[config.mk]
export PLATFORM = sky130hd
export DESIGN_NAME = sc_regshifter_timed
export DESIGN_NICKNAME = d
export VERILOG_FILES = /design/src/rtl/sc_regshifter_pkg.sv /design/src/rtl/sc_prescaler_tick.sv /design/src/rtl/sc_regshifter_timed.sv
export SDC_FILE = /design/constraint.sdc
export NUM_CORES = 1
export LEC_CHECK = 0
export CORE_AREA = 2 2 63 65
export DETAILED_ROUTE_END_ITERATION = 7
export DIE_AREA = 0 0 65 67
export GPL_ROUTABILITY_DRIVEN = 0
export PLACE_DENSITY_LB_ADDON = 0.08
export SYNTH_ARGS = -nofsm -noshare
export SYNTH_HDL_FRONTEND = slang
export SYNTH_SLANG_ARGS = --single-unit
[constraint.sdc]
create_clock -name SC_RegSHIFTER_CLOCK_50 -period 5.3 [get_ports SC_RegSHIFTER_CLOCK_50]
set_input_delay 1.06 -clock SC_RegSHIFTER_CLOCK_50 [delete_from_list [all_inputs] [get_ports SC_RegSHIFTER_CLOCK_50]]
set_output_delay 1.06 -clock SC_RegSHIFTER_CLOCK_50 [all_outputs]
set_load 0.1 [all_outputs]
[src/rtl/sc_regshifter_pkg.sv]
// Shared types and constants for the timed shift register.
package sc_regshifter_pkg;

    typedef enum logic [1:0] {
        IDLE = 2'b00,
        RUN  = 2'b01,
        DONE = 2'b10
    } state_t;

    localparam logic DIR_LEFT  = 1'b1;
    localparam logic DIR_RIGHT = 1'b0;

endpackage

[src/rtl/sc_prescaler_tick.sv]
// Prescaler: counts 0..PERIOD-1 while enabled and wraps to 0.
// tc_o strobes combinationally in the last count of each period.
// Synchronous clear has priority over enable.
module sc_prescaler_tick #(
    parameter int unsigned PERIOD = 4,
    parameter int unsigned CNT_W  = 2
) (
    input  logic clk_i,
    input  logic rst_n_i,
    input  logic en_i,
    input  logic clr_i,
    output logic tc_o
);

    localparam logic [CNT_W-1:0] TC_VAL = CNT_W'(PERIOD - 1);

    logic [CNT_W-1:0] cnt_q;
    logic [CNT_W-1:0] cnt_d;

    assign tc_o = en_i && (cnt_q == TC_VAL);

    // Next count: clear, wrap at terminal count, or increment.
    always_comb begin
        cnt_d = cnt_q;
        if (clr_i) begin
            cnt_d = '0;
        end else if (en_i) begin
            cnt_d = (cnt_q == TC_VAL) ? '0 : cnt_q + CNT_W'(1);
        end
    end

    // Count register with asynchronous reset.
    always_ff @(posedge clk_i or negedge rst_n_i) begin
        if (!rst_n_i) begin
            cnt_q <= '0;
        end else begin
            cnt_q <= cnt_d;
        end
    end

endmodule

[src/rtl/sc_regshifter_timed.sv]
// Timed shift register feeding the general register stage.
// Optional feature macro: RegSHIFTER_ROTATE_EN (rotate instead of zero-fill;
// runs then end only by stop or clear).
//
// state | meaning
// ------+-----------------------------------------------------------
// IDLE  | waiting for start; prescaler held at 0
// RUN   | prescaler running, one shift per PERIOD cycles
// DONE  | one cycle after a shift emptied the register, then IDLE
module sc_regshifter_timed
    import sc_regshifter_pkg::*;
#(
    parameter int unsigned RegSHIFTER_DATAWIDTH = 8,
    parameter int unsigned RegSHIFTER_PERIOD    = 12500000
) (
    input  logic                            SC_RegSHIFTER_CLOCK_50,
    input  logic                            SC_RegSHIFTER_RESET_InLow,
    input  logic                            SC_RegSHIFTER_clear_InLow,
    input  logic                            SC_RegSHIFTER_load_InLow,
    input  logic                            SC_RegSHIFTER_start_InHigh,
    input  logic                            SC_RegSHIFTER_stop_InHigh,
    input  logic                            SC_RegSHIFTER_dir_InHigh,
    input  logic [RegSHIFTER_DATAWIDTH-1:0] SC_RegSHIFTER_data_InBUS,
    output logic [RegSHIFTER_DATAWIDTH-1:0] SC_RegSHIFTER_data_OutBUS,
    output logic                            SC_RegSHIFTER_tick_Out,
    output logic                            SC_RegSHIFTER_done_Out,
    output logic                            SC_RegSHIFTER_running_Out
);

    localparam int unsigned W     = RegSHIFTER_DATAWIDTH;
    localparam int unsigned CNT_W = (RegSHIFTER_PERIOD > 1) ? $clog2(RegSHIFTER_PERIOD) : 1;

    state_t         state_q, state_d;
    logic [W-1:0]   data_q, data_d;
    logic           tick_q, tick_d;
    logic           done_q, done_d;
    logic           running_q, running_d;

    logic           presc_en;
    logic           presc_clr;
    logic           presc_tc;
    logic           fill_left;
    logic           fill_right;
    logic [W-1:0]   shifted;
    logic           shift_ends_run;

    // The prescaler only advances in RUN when no higher-priority command is
    // present; clear, load and stop all restart the period from zero.
    assign presc_en  = SC_RegSHIFTER_clear_InLow && SC_RegSHIFTER_load_InLow &&
                       !SC_RegSHIFTER_stop_InHigh && (state_q == RUN);
    assign presc_clr = !presc_en;

    sc_prescaler_tick #(
        .PERIOD (RegSHIFTER_PERIOD),
        .CNT_W  (CNT_W)
    ) u_prescaler (
        .clk_i   (SC_RegSHIFTER_CLOCK_50),
        .rst_n_i (SC_RegSHIFTER_RESET_InLow),
        .en_i    (presc_en),
        .clr_i   (presc_clr),
        .tc_o    (presc_tc)
    );

`ifdef RegSHIFTER_ROTATE_EN
    assign fill_left      = data_q[W-1];
    assign fill_right     = data_q[0];
    assign shift_ends_run = 1'b0;
`else
    assign fill_left      = 1'b0;
    assign fill_right     = 1'b0;
    assign shift_ends_run = (shifted == '0);
`endif

    // One-position shift in the currently requested direction.
    always_comb begin
        shifted = data_q;
        if (SC_RegSHIFTER_dir_InHigh == DIR_LEFT) begin
            shifted = {data_q[W-2:0], fill_left};
        end else begin
            shifted = {fill_right, data_q[W-1:1]};
        end
    end

    // Next state, register contents and pulses; clear > load > stop > start/shift.
    always_comb begin
        state_d = state_q;
        data_d  = data_q;
        tick_d  = 1'b0;
        done_d  = 1'b0;
        if (!SC_RegSHIFTER_clear_InLow) begin
            state_d = IDLE;
            data_d  = '0;
        end else if (!SC_RegSHIFTER_load_InLow) begin
            data_d = SC_RegSHIFTER_data_InBUS;
            // DONE is a single-cycle state even when a load lands on it.
            if (state_q == DONE) begin
                state_d = IDLE;
            end
        end else if (SC_RegSHIFTER_stop_InHigh) begin
            state_d = IDLE;
        end else begin
            case (state_q)
                IDLE: begin
                    if (SC_RegSHIFTER_start_InHigh && (data_q != '0)) begin
                        state_d = RUN;
                    end
                end
                RUN: begin
                    if (presc_tc) begin
                        data_d = shifted;
                        tick_d = 1'b1;
                        if (shift_ends_run) begin
                            state_d = DONE;
                            done_d  = 1'b1;
                        end
                    end
                end
                DONE:    state_d = IDLE;
                default: state_d = IDLE;
            endcase
        end
        running_d = (state_d == RUN);
    end

    // State and registered outputs with asynchronous reset.
    always_ff @(posedge SC_RegSHIFTER_CLOCK_50 or negedge SC_RegSHIFTER_RESET_InLow) begin
        if (!SC_RegSHIFTER_RESET_InLow) begin
            state_q   <= IDLE;
            data_q    <= '0;
            tick_q    <= 1'b0;
            done_q    <= 1'b0;
            running_q <= 1'b0;
        end else begin
            state_q   <= state_d;
            data_q    <= data_d;
            tick_q    <= tick_d;
            done_q    <= done_d;
            running_q <= running_d;
        end
    end

    assign SC_RegSHIFTER_data_OutBUS = data_q;
    assign SC_RegSHIFTER_tick_Out    = tick_q;
    assign SC_RegSHIFTER_done_Out    = done_q;
    assign SC_RegSHIFTER_running_Out = running_q;

endmodule

==> summary.txt, run 1 <==
Run status
  – Status: finished clean

Timing
  – Worst-case clock skew: 7.42 ps
  – Post-route setup TNS: 0 ps
  – Period utilization: 55.7%
  – Highest Clock Rate: 339 MHz
  – Fin. Hold Viols: 0
  – Total count of max-transition violations in the final report: 0
  – Final critical-path required period: 2950 ps
  – Total setup violations reported at the end of the flow: 0
  – Transition time at the pin with the least slew margin: 966 ps
  – Tightest slew margin relative to the limit: 35.4%
  – Setup repair after global routing missed its margin: no

Clock network
  – Max H-tree Level: 2
  – Number of sinks on the clock net: 37
  – Number of hold buffers added after cts: 0
  – Clock buffer count from CTS: 5
  – Clk_lat worst skew: 290 ps
  – Library cell used as clock root buffer: clkbuf_8
  – Clock Pin Slew Worst Setup and Hold Paths: 70 ps
  – # Post-CTS Setup Buffers: 0
  – TritonCTS clock tree: built
  – Cts repair resizes: 0
  – Deepest clock path buffer count: 2

Cells and area
  – Diode count: 0
  – Fin nets: 256
  – Leading cell type in the layout, fill and taps excluded: dfrtp_1
  – Filler-free cell count of the finished design: 289
  – Area Overhead vs Synth: 16.3%
  – Most frequent cells in the layout: dfrtp_1 (37), clkdlybuf4s50_1 (25), nor2_1 (22)
  – Fraction of layout instances using a drive strength above 1: 7.05%

Worst setup path
  – Required time at the endpoint of the critical path: 4240 ps
  – Critical Path Sink Type: output port
  – Sort of element at the start of the critical path: register
  – Buffers plus inverters on the worst setup path: 1
  – CP max-delay cell: clkdlybuf4s50_1
  – Largest driver fanout on the critical path: 5
  – Kind of cell adding the most delay to the critical path: buffers and inverters
  – Crit path arrival time: 1890 ps
  – Critical path cell sequence: clkdlybuf4s50_1
  – Crit path kind: register to output port
  – Critical path's largest stage delay: 1160 ps

Routing
  – Count of antenna-violating nets left after detailed routing: 0
  – DR WL/cell: 16.3 um
  – Detailed router's first-iteration violation count: 206
  – Final WL: 4700 um
  – Via density: 6.25
  – DR pass1 iterations: 4
  – Total vias in the final route: 1,807
  – DRC violations left: 0

Global routing
  – Wire length of the first global-routing pass: 8130 um
  – Pin count of the biggest net entering global routing: 38
  – Global-route usage over all layers: 24.0%
  – Global-route congestion overflow total: 0
  – Number of antenna violations at the first check in global routing: 0
  – Number of global-route vias before repair: 1,779

Die
  – Horizontal extent of the die: 65 um
  – Die outline area: 4360 um^2
  – Number of placement rows: 22
  – Height of the chip: 67 um
  – I/O pins: 26
  – Starting Density: 58.2%
  – Area of the core region: 3610 um^2

Yosys
  – Most instantiated flip-flop cell in the synthesis netlist: dfrtp_1
  – Number of warning messages in the yosys log: 0
  – Cell area after technology mapping: 2100 um^2
  – Cell variety after synth: 47
  – Number of synthesized flops with an enable pin: 0
  – Synth async-reset ratio: 100%
  – Register area share after synthesis: 44.2%
  – Count of mapped cells out of synthesis: 219
  – Synth Area per Inst: 9.58 um^2
  – Post-synthesis net count: 235
  – Register bit count reported by yosys: 37

Hold path
  – Worst hold path type: register to register

Job
  – Max-cap check violation count: 0

Place
  – Placed Cells incl. Taps: 281
  – HPWL after detailed placement: 3270 um
  – Port bufs: 25

Pwr
  – Worst-case vdd ir drop: 0.136 mV
  – Power Density: 229 nW/um^2
  – Leakage: 0.937 nW
[layer usage]
metal | up-vias | wire, um | part of all wire, % | GRT usage [%]
met4 | 0 | 73 | 1.6 | 9.57
met2 | 43 | 2340 | 50 | 42.1
met3 | 8 | 215 | 4.6 | 4.22
met5 | - | 0 | 0 | 0
li1 | 865 | - | - | -
met1 | 891 | 2070 | 44 | 29.2
[area by class of cell]
class                           count  area [um^2]
Fill cell                         277         1170
Multi-Input combinational cell    168         1110
Sequential cell                    37          926
Timing Repair Buffer               26          258
Clock buffer                        6         72.6
Tap cell                           48         60.1
Clock inverter                      2         10.0
Inverter                            2         7.51
[stage by stage]
step	power, mW	setup slack [ps]	hold slack (ps)	utilization (%)	cell area (um^2)
after CTS	0.563	2340	504	67.7	2440
after floorplan	0.345	2850	452	-	2100
final	0.558	2350	496	67.7	2440
after global routing	0.582	2280	544	67.7	2440
after global placement	0.374	2230	479	65.4	2360
after detailed placement	0.375	2160	489	65.4	2360
[Yosys cell counts, types with 2 or more instances]
cell type / count / share of area, %
and3_1: 4 / 1.2
clkbuf_1: 6 / 1.1
dfrtp_1: 37 / 44
clkbuf_2: 2 / 0.48
xnor2_1: 7 / 2.9
or4_4: 2 / 1.1
mux2i_1: 5 / 2.4
and4_1: 4 / 1.7
a21oi_1: 17 / 4.1
buf_2: 2 / 0.48
o311a_1: 2 / 0.95
nor2b_1: 4 / 1.2
nand3_1: 16 / 3.8
o31ai_1: 4 / 1.4
nand4_1: 8 / 2.4
nand2_1: 14 / 2.5
o21ai_0: 6 / 1.4
buf_4: 2 / 0.72
nor2_1: 22 / 3.9
nor3_1: 2 / 0.48
and2_1: 2 / 0.60
nor4_1: 6 / 1.8
a221o_1: 6 / 2.9
inv_1: 2 / 0.36
or4_1: 4 / 1.4
xor2_1: 5 / 2.1
or3_1: 6 / 1.8
o21a_1: 2 / 0.72
nor4_4: 2 / 2.0
[state kept, by name, summed over array words and instances (netlist names)]
signal	cells
u_prescaler.cnt_q	24
SC_RegSHIFTER_data_OutBUS	8
state_q	2
SC_RegSHIFTER_done_Out	1
SC_RegSHIFTER_running_Out	1
SC_RegSHIFTER_tick_Out	1
[logic make-up (layout without fill, tap and decap cells)]
family | count (synthesis) | after routing | synth area share (%)
multiplexers | 5 | 5 | 2.39
buffers and inverters | 14 | 36 | 3.10
flip-flops | 37 | 37 | 44.2
AND/OR/NAND/NOR | 105 | 105 | 30.0
XOR/XNOR | 12 | 12 | 5.01
adder cells (fa/ha/maj) | 1 | 1 | 0.597
AO/OA/AOI/OAI | 45 | 45 | 14.7
[power by group]
group / leakage (nW) / internal [mW] / switching (mW)
Sequential: 0.511 / 0.287 / 0.00568
Clock: 0.0450 / 0.0911 / 0.0968
Combinational: 0.381 / 0.0252 / 0.0522
[path summary, 6_finish.rpt]
kind                                              start                            to  slack (ps)  depth (start not counted)
setup / recovery           SC_RegSHIFTER_data_OutBUS[2]  SC_RegSHIFTER_data_OutBUS[2]        2350                          1
hold / removal                     u_prescaler.cnt_q[0]          u_prescaler.cnt_q[0]         500                          1
setup reg to reg                  u_prescaler.cnt_q[14]          u_prescaler.cnt_q[7]        2910                          4
hold reg to reg                    u_prescaler.cnt_q[0]          u_prescaler.cnt_q[0]         500                          1
max in group asynchronous     SC_RegSHIFTER_RESET_InLow         u_prescaler.cnt_q[20]        3760                          2
min in group asynchronous     SC_RegSHIFTER_RESET_InLow                    state_q[0]        1190                          2
Power figures use the tool's default switching activity.
==> run 2, diff against run 1 <==
Settings changed: CORE_AREA 2 2 63 65 to 2 2 65 67, DIE_AREA 0 0 65 67 to 0 0 67 69.
Clock period 5.3 ns to 2.9 ns, I/O delays scaled along.
==> run 2 against run 1 <==
Critical endpoint is now u_prescaler.cnt_q[14]. Sequential power up 83%. Non-clock buffer count rose by 3. Critical path type is now register to register. Setup slack worse by 1800 ps. Critical path depth up 3. Clock power rose by 96%. Clock skew grew 0.62 ps. Final cell count up 1.4%. Register-to-register slack worse by 2400 ps. Global-route usage fell by 1.6 points.
==> summary.txt, run 2 (synthesis gave the netlist of run 1 again) <==
Run status
  – Status: finished clean

Worst setup path
  – Sort of element at the start of the critical path: register
  – CP max-delay cell: o21ai_2
  – Crit path kind: register to register
  – Largest driver fanout on the critical path: 23 (+18)
  – Critical path's largest stage delay: 700 ps (-460 ps)
  – Critical R2R Launch: u_prescaler.cnt_q[14]
  – Crit path arrival time: 2510 ps (+620 ps)
  – Required time at the endpoint of the critical path: 3050 ps (-1190 ps)
  – Critical path cell sequence: or4b_4 > or3_4 > o21ai_2 > nor2_1
  – Setup crit start: u_prescaler.cnt_q[14]
  – Count of cells along the worst register-to-register path: 4 (unchanged)
  – Critical Path Sink Type: register

Global routing
  – Global-route usage over all layers: 22.4% (-1.6 points)
  – Global-route congestion overflow total: 0 (unchanged)
  – Wire length of the first global-routing pass: 7960 um (-2.0%)
  – Number of antenna violations at the first check in global routing: 0 (unchanged)
  – Number of global-route vias before repair: 1,786 (+0.39%)
  – Pin count of the biggest net entering global routing: 38 (unchanged)

Timing
  – Post-route setup TNS: 0 ps (unchanged)
  – Total setup violations reported at the end of the flow: 0 (unchanged)
  – Final worst slack: 534 ps (-1820 ps)
  – Transition time at the pin with the least slew margin: 895 ps (-70.6 ps)
  – Worst-case clock skew: 8.04 ps (+0.623 ps)
  – Setup repair after global routing missed its margin: no
  – Tightest slew margin relative to the limit: 40.3% (+4.9 points)
  – Period utilization: 81.6%
  – Total count of max-transition violations in the final report: 0 (unchanged)
  – Final critical-path required period: 2370 ps
  – Highest Clock Rate: 423 MHz
  – Fin. Hold Viols: 0 (unchanged)

Clock network
  – Clock buffer count from CTS: 5 (unchanged)
  – Deepest clock path buffer count: 2 (unchanged)
  – Clk_lat worst skew: 300 ps (about the same)
  – Library cell used as clock root buffer: clkbuf_8
  – Clock Pin Slew Worst Setup and Hold Paths: 70 ps (about the same)
  – Cts repair resizes: 0 (unchanged)
  – # Post-CTS Setup Buffers: 0 (unchanged)
  – TritonCTS clock tree: built
  – Number of sinks on the clock net: 37 (unchanged)
  – Max H-tree Level: 2 (unchanged)
  – Number of hold buffers added after cts: 0 (unchanged)

Place
  – HPWL after detailed placement: 3320 um (+1.4%)
  – DP Worst Slack: 325 ps (-1830 ps)
  – Port bufs: 25 (unchanged)

Cells and area
  – Diode count: 0 (unchanged)
  – Number of fill cells in the layout: 342 (+23%)
  – Largest register FFs: 24 (unchanged)
  – Most frequent cells in the layout: dfrtp_1 (37), nor2_1 (22), a21oi_1 (17)
  – Leading cell type in the layout, fill and taps excluded: dfrtp_1
  – Fin nets: 259 (+1.2%)
  – Fraction of layout instances using a drive strength above 1: 12.3% (+5.3 points)
  – Largest register by flop count: u_prescaler.cnt_q
  – Area Overhead vs Synth: 16.4% (about the same)

Hold path
  – WHS Path Cells: 1 (unchanged)
  – Worst hold path type: register to register
  – Min-Delay Startpoint: u_prescaler.cnt_q[0]

Die
  – Starting Density: 53.6% (-4.6 points)
  – Number of placement rows: 23 (+4.5%)
  – I/O pins: 26 (unchanged)
  – Horizontal extent of the die: 67 um (+3.1%)
  – Height of the chip: 69 um (+3.0%)
  – Die outline area: 4620 um^2 (+6.2%)
  – Area of the core region: 3910 um^2 (+8.5%)

Routing
  – Via density: 6.10 (-2.4%)
  – Count of antenna-violating nets left after detailed routing: 0 (unchanged)
  – Detailed router's first-iteration violation count: 142 (-31%)
  – DRC violations left: 0 (unchanged)
  – DR WL/cell: 16.0 um (-1.4%)
  – Total vias in the final route: 1,788 (-1.1%)
  – DR pass1 iterations: 4 (unchanged)
  – Final WL: 4690 um (about the same)

Job
  – Max-cap check violation count: 0 (unchanged)

Pwr
  – Power Density: 428 nW/um^2 (+87%)
  – Worst-case vdd ir drop: 0.239 mV (+76%)
  – Leakage: 0.970 nW (+3.6%)
-- run 2: per-stage QoR --
stage          area, um^2  hold slack, ps  util, %  cells  total power [mW]
6_report             2440             495     62.4    293              1.04
5_1_grt              2440             519     62.4    293              1.09
4_1_cts              2440             498     62.4    293              1.05
3_5_place_dp         2350             488     60.2    286             0.686
3_3_place_gp         2350             475     60.2    286             0.684
2_1_floorplan        2100             284        -    219             0.631
-- run 2: layout make-up --
class | count | area [um^2] | share of cell area (%)
multi-input combinational | 168 | 1110 | 45.3
sequential | 37 | 926 | 37.9
timing repair buffer | 29 | 253 | 10.4
clock buffer | 7 | 86.3 | 3.54
tap | 50 | 62.6 | 2.56
inverter | 2 | 7.51 | 0.308
-- run 2: per-layer routing --
metal	global-route usage, %	vias to the layer above	part of all wire [%]
met3	6.20	11	5.9
met1	27.2	858	42
met2	36.9	48	50
li1	-	871	-
met4	9.07	0	1.9
met5	0	-	0
-- run 2: worst paths after layout --
check                      slack (ps)                           end
max                               530         u_prescaler.cnt_q[14]
min                               490          u_prescaler.cnt_q[0]
max reg2reg                       530         u_prescaler.cnt_q[14]
min reg2reg                       490          u_prescaler.cnt_q[0]
max in group asynchronous        1870         u_prescaler.cnt_q[11]
min in group asynchronous         710  SC_RegSHIFTER_data_OutBUS[1]
-- run 2: report_power, final --
part	total, mW	switching, mW	internal (mW)
Clock	0.369	0.180	0.189
Sequential	0.534	0.0103	0.524
Combinational	0.142	0.0965	0.0452
Total	1.04	0.287	0.758
-- run 2: critical path: cells and delay by family (launching register included) --
kind             cells  cell delay (ps)
AND/OR/NAND/NOR      3             1080
flip-flops           1              430
AO/OA/AOI/OAI        1              700
